`src/rtl/msg_serializer.sv`:
```
// msg_serializer: framed serial transmitter for a 5-bit message.
// Frame on the line: start bit (0), 5 data bits LSB first, optional even
// parity bit, stop bit (1). Bit boundaries come from rising edges of the
// divided clock tick_in.
// Optional feature macro: MSG_PARITY_EN (adds the parity bit to the frame).
module msg_serializer (
  input  logic       clk,
  input  logic       rst,
  input  logic       tick_in,
  input  logic       start,
  input  logic [4:0] msg,
  output logic       ser_out,
  output logic       busy,
  output logic       done
);

  localparam logic [2:0] ST_IDLE   = 3'd0;
  localparam logic [2:0] ST_SYNC   = 3'd1;
  localparam logic [2:0] ST_START  = 3'd2;
  localparam logic [2:0] ST_DATA   = 3'd3;
`ifdef MSG_PARITY_EN
  localparam logic [2:0] ST_PARITY = 3'd4;
`endif
  localparam logic [2:0] ST_STOP   = 3'd5;

  logic [2:0] state_reg, state_next;
  logic       tick_d_reg;
  logic [4:0] shreg_reg, shreg_next;
  logic [2:0] cnt_reg, cnt_next;
  logic       ser_reg, ser_next;
  logic       busy_reg, busy_next;
  logic       done_reg, done_next;
`ifdef MSG_PARITY_EN
  logic       par_reg, par_next;
`endif

  // Only the first cycle of a high tick_in level counts as a bit boundary.
  logic tick_rise;
  assign tick_rise = tick_in & ~tick_d_reg;

  // Next-state and next-output logic; outputs are computed one step ahead
  // so that every port is driven straight from a flop.
  always_comb begin
    state_next = state_reg;
    shreg_next = shreg_reg;
    cnt_next   = cnt_reg;
    ser_next   = ser_reg;
    busy_next  = busy_reg;
    done_next  = 1'b0;
`ifdef MSG_PARITY_EN
    par_next   = par_reg;
`endif
    case (state_reg)
      ST_IDLE: begin
        ser_next  = 1'b1;
        busy_next = 1'b0;
        if (start) begin
          shreg_next = msg;
          cnt_next   = 3'd0;
`ifdef MSG_PARITY_EN
          par_next   = ^msg;
`endif
          busy_next  = 1'b1;
          state_next = ST_SYNC;
        end
      end
      // Waits for a fresh tick so the start bit lasts a full bit period.
      ST_SYNC: begin
        if (tick_rise) begin
          ser_next   = 1'b0;
          state_next = ST_START;
        end
      end
      ST_START: begin
        if (tick_rise) begin
          ser_next   = shreg_reg[0];
          state_next = ST_DATA;
        end
      end
      ST_DATA: begin
        if (tick_rise) begin
          if (cnt_reg == 3'd4) begin
`ifdef MSG_PARITY_EN
            ser_next   = par_reg;
            state_next = ST_PARITY;
`else
            ser_next   = 1'b1;
            state_next = ST_STOP;
`endif
          end else begin
            shreg_next = {1'b0, shreg_reg[4:1]};
            cnt_next   = cnt_reg + 3'd1;
            ser_next   = shreg_reg[1];
          end
        end
      end
`ifdef MSG_PARITY_EN
      ST_PARITY: begin
        if (tick_rise) begin
          ser_next   = 1'b1;
          state_next = ST_STOP;
        end
      end
`endif
      ST_STOP: begin
        if (tick_rise) begin
          ser_next   = 1'b1;
          busy_next  = 1'b0;
          done_next  = 1'b1;
          state_next = ST_IDLE;
        end
      end
      default: begin
        ser_next   = 1'b1;
        busy_next  = 1'b0;
        state_next = ST_IDLE;
      end
    endcase
  end

  // State and output registers with synchronous active-low reset.
  always_ff @(posedge clk) begin
    if (!rst) begin
      state_reg  <= ST_IDLE;
      tick_d_reg <= 1'b0;
      shreg_reg  <= 5'd0;
      cnt_reg    <= 3'd0;
      ser_reg    <= 1'b1;
      busy_reg   <= 1'b0;
      done_reg   <= 1'b0;
`ifdef MSG_PARITY_EN
      par_reg    <= 1'b0;
`endif
    end else begin
      state_reg  <= state_next;
      tick_d_reg <= tick_in;
      shreg_reg  <= shreg_next;
      cnt_reg    <= cnt_next;
      ser_reg    <= ser_next;
      busy_reg   <= busy_next;
      done_reg   <= done_next;
`ifdef MSG_PARITY_EN
      par_reg    <= par_next;
`endif
    end
  end

  assign ser_out = ser_reg;
  assign busy    = busy_reg;
  assign done    = done_reg;

endmodule

```
`config.mk`:
```
export PLATFORM = sky130hd
export DESIGN_NAME = msg_serializer
export DESIGN_NICKNAME = d
export VERILOG_FILES = /design/src/rtl/msg_serializer.sv
export SDC_FILE = /design/constraint.sdc
export NUM_CORES = 1
export LEC_CHECK = 0
export BUFFER_PORTS_ARGS = -buffer_cell sky130_fd_sc_hd__buf_4
export CAP_MARGIN = 40
export CORE_MARGIN = 2
export CORE_UTILIZATION = 40
export CTS_CLUSTER_SIZE = 28
export DETAILED_ROUTE_END_ITERATION = 7
export SYNTH_ARGS = -nofsm -noshare
export SYNTH_HDL_FRONTEND = slang
export SYNTH_SLANG_ARGS = --single-unit
```
`constraint.sdc`:
```
create_clock -name clk -period 4.1 [get_ports clk]
set_clock_uncertainty 0.1 [all_clocks]
set_input_delay 0.205 -clock clk [delete_from_list [all_inputs] [get_ports clk]]
set_output_delay 0.205 -clock clk [all_outputs]
set_load 0.02 [all_outputs]
```
==> summary.md <==
| Metric | Value |
|---|---|
| Routed WL per cell | about 11 µm |
| ANT cells | 0 |
| CP Launch Type | flop |
| Reg-to-reg startpoint | state_reg[0]$_SDFFE_PN0P_ |
| HP Start | tick_in |
| Grt total ovfl | 0 |
| Core region area | 1922 µm² |
| Multiplexer area fraction after synthesis | 0% |
| DRT Pass-1 Iters | 4 |
| H-tree depth | 1 |
| Initial antenna violation count | 0 |
| R2r worst-path depth | 5 |
| Hold depth | 2 |
| Multi-input gate area | 442.9 µm² |
| Leakage | about 0.37 nW |
| Worst Path Class, Setup | reg2reg |
| Number of DRC markers in iteration 0 | 19 |
| CTS tree | built |
| Compound-cell area share of the yosys netlist | roughly a fifth |
| Synth Area in XOR/XNOR | 1.106% |
| Total track usage | between 10% and 20% |
| Unrepaired setup endpoints after global routing | false |
| First-pass GRT wire length | 2898 µm |
| Top area cells in the synthesized netlist | dfxtp_1, nand2_1, a21oi_1, o211a_1, nand3_1 |
| Net Sw Frac | between 20 and 30% |
| Boundary pin count | 12 |
| Storage element area | between 300 and 400 µm² |
| Post-Synth Simple-Gate Area | a little under a third |
| Syn avg cell area | between 8 and 9 µm² |
| CP delay by family, top | flip-flops |
| Slowest-stage cell, CP | dfxtp_1 |
| Post-Syn Nets | 107 |
| Sw Pwr | about 0.088 mW |
| Sink Count | 15 |
| Fill cells | 203 |
| Largest family of logic cells by synthesized area | simple AND/OR/NAND/NOR gates |
| Detail Placement HPWL | about 1100 µm |
| Syn. warnings | 0 |
| Max-cap violations | 0 |
| Period minus WS final | approximately 2000 ps |
| Post-CTS sizing | 0 |
| Synth-to-Final Area Change | 14.69% |
| CTS Buf Count | 3 |
| Hold EP | tick_d_reg$_SDFF_PN0_ |
| Largest register FFs | 5 |
| Post-CTS Setup Inserts | 0 |
| CP Buf/Inv Count | 1 |
| Die W | a little under 50 µm |
| Synth Area in Adders | under 10% |
| VDD IR-drop max | roughly 0.19 mV |
| Share of post-route cells with drive strength above 1 | 19.05% |
| Largest net degree at the start of global routing | 18 |
| Slew @ Worst Pin | 650.9 ps |
| Pwr Total | 0.3115 mW |
| Clock power frac | between 20% and 30% |
| CP max FO | 16 |
| Fin. max-slew vios | 0 |
| Initial core utilization | about two fifths |
| CP required | 4170 ps |
| Critical path data arrival time | approximately 2100 ps |
| Cell Int Power | around 0.22 mW |
| Final setup vio count | 0 |
| Die ar. | between 2000 and 2500 µm² |
| Hold Fails Final Rpt | 0 |
| Quantity of I/O buffers inserted on ports | 11 |
| DR vias/cell | about 5.4 |
| Placed cells | approximately 130 |
| Setup slack, reg-to-reg | 2110 ps |
| P per Cell Area | between 300 and 400 nW/µm² |
| Via Count | 707 |
| Sequential power share | between 50% and 60% |
| Status | complete, no violations |
| Max clock buf depth | 2 |
| Setup TNS Final | 0 ps |
| Worst-path cell chain | nand2_1, o41ai_2, buf_4, nand3_1, o211a_1 |
| Register area share after synthesis | 37.91% |
| Synth Register Bits | 15 |
| ANT nets after route | 0 |
| Num rows | 16 |
| Post-synth cell types | 28 |
| Hold bufs inserted after CTS | 0 |
| Fin nets | between 100 and 150 |
| Yosys top cell by area | dfxtp_1 |
| Yosys top cell area share | 37.91% |
| R2r endpoint | shreg_reg[0]$_SDFFE_PN0P_ |
| Worst hold path type | in2reg |
| CP max stage delay | ~630 ps |
| Routed WL | ~1500 µm |
| Slew HR | about 57% |
| CTS root buf | clkbuf_4 |
| Gpl congestion | between 0.7 and 0.8 |
| Mapped Area | a little under 800 µm² |
| Max Freq | around 500 MHz |
| Post-synthesis cell count | 96 |
| Clock-pin slew on the worst setup and hold paths | ~90 ps |
| Worst setup EP type | flop |
| Finished Layout Cells | between 100 and 150 |
| Later-pin clock latency in the skew report | approximately 270 ps |
| Die H | a little under 50 µm |
| Final Cycle Share | between 40 and 50% |
| DRC | 0 |
| Combinational power share | 18.9% |
| Vias in the first global route | 660 |
-- cells in the final DEF (no fill, tap or decap), types with 3 or more instances in the layout --
master	netlist	final
nand3_1	7	7
o211a_1	4	4
clkbuf_4	0	3
nand3_2	3	3
nand2_1	13	13
dfxtp_1	15	15
inv_1	4	4
buf_4	0	12
o21ai_0	6	6
nor2_1	5	5
a21oi_1	8	8
-- layer usage --
metal | global-route usage [%] | part of all wire [%]
met2 | 24.07 | 47
met1 | 21.09 | 49
met4 | 4.286 | 0.46
met3 | 3.086 | 3.7
met5 | 0 | 0
-- per-stage QoR --
stage	setup slack, ps	hold WS, ps	utilization, %	instance area [µm²]
final	2108	46.48	47.27	908.4
after CTS	2107	47.55	47.27	908.4
after detailed placement	2115	335.3	45.90	882.1
after global routing	1929	41.62	47.27	908.4
after global placement	1861	326.0	45.51	874.6
after floorplan	2436	226.7	-	792.0
-- worst max path at each step --
stage                                    startpoint                   endpoint  slack, ps  cells past startpoint
after floorplan             cnt_reg[0]$_SDFFE_PN0P_  shreg_reg[1]$_SDFFE_PN0P_       2440                      7
after global placement    state_reg[0]$_SDFFE_PN0P_  shreg_reg[0]$_SDFFE_PN0P_       1860                      4
after detailed placement  state_reg[0]$_SDFFE_PN0P_  shreg_reg[0]$_SDFFE_PN0P_       2120                      5
after CTS                 state_reg[0]$_SDFFE_PN0P_  shreg_reg[0]$_SDFFE_PN0P_       2110                      5
after global routing      state_reg[0]$_SDFFE_PN0P_  shreg_reg[0]$_SDFFE_PN0P_       1930                      5
final                     state_reg[0]$_SDFFE_PN0P_  shreg_reg[0]$_SDFFE_PN0P_       2110                      5
-- area by class of cell --
type                       instances  share of cell area, %
multi-input combinational         70                  48.76
sequential                        15                  33.06
timing repair buffer              12                  9.917
tap                               27                  3.719
clock buffer                       4                  2.893
inverter                           4                  1.653
-- cell usage after synthesis --
cell type,count
dfxtp_1,15
o21ai_0,6
nand3b_1,1
a32oi_1,1
inv_1,4
nand3_1,7
o41ai_2,1
o311ai_0,1
o211a_1,4
nor4b_1,1
ha_1,2
nand2_1,13
nor2b_1,2
and2_1,2
clkbuf_1,6
nand2b_1,2
or4_1,2
buf_6,1
nor3_1,1
a21oi_1,8
or4b_4,1
nor2_1,5
nand3_2,3
xnor2_1,1
nand4b_1,1
o21a_1,2
nor3b_1,2
a31oi_1,1
-- power by group through the flow --
stage / logic [mW] / registers (mW) / clock network [mW]
after CTS: 0.0595 / 0.171 / 0.0848
after global placement: 0.0571 / 0.174 / 0
after global routing: 0.0669 / 0.173 / 0.0955
after floorplan: 0.0482 / 0.169 / 0
after detailed placement: 0.0588 / 0.174 / 0
final: 0.0588 / 0.171 / 0.0819
-- kinds of logic after synthesis --
| family | count (synthesis) |
|---|---|
| and+or+nand+nor | 43 |
| AOI/OAI and AO/OA | 24 |
| DFF | 15 |
| buffers and inverters | 11 |
| adders and majority gates | 2 |
| xor gates and xnor gates | 1 |
No activity file was read; power rests on OpenSTA's default activity.
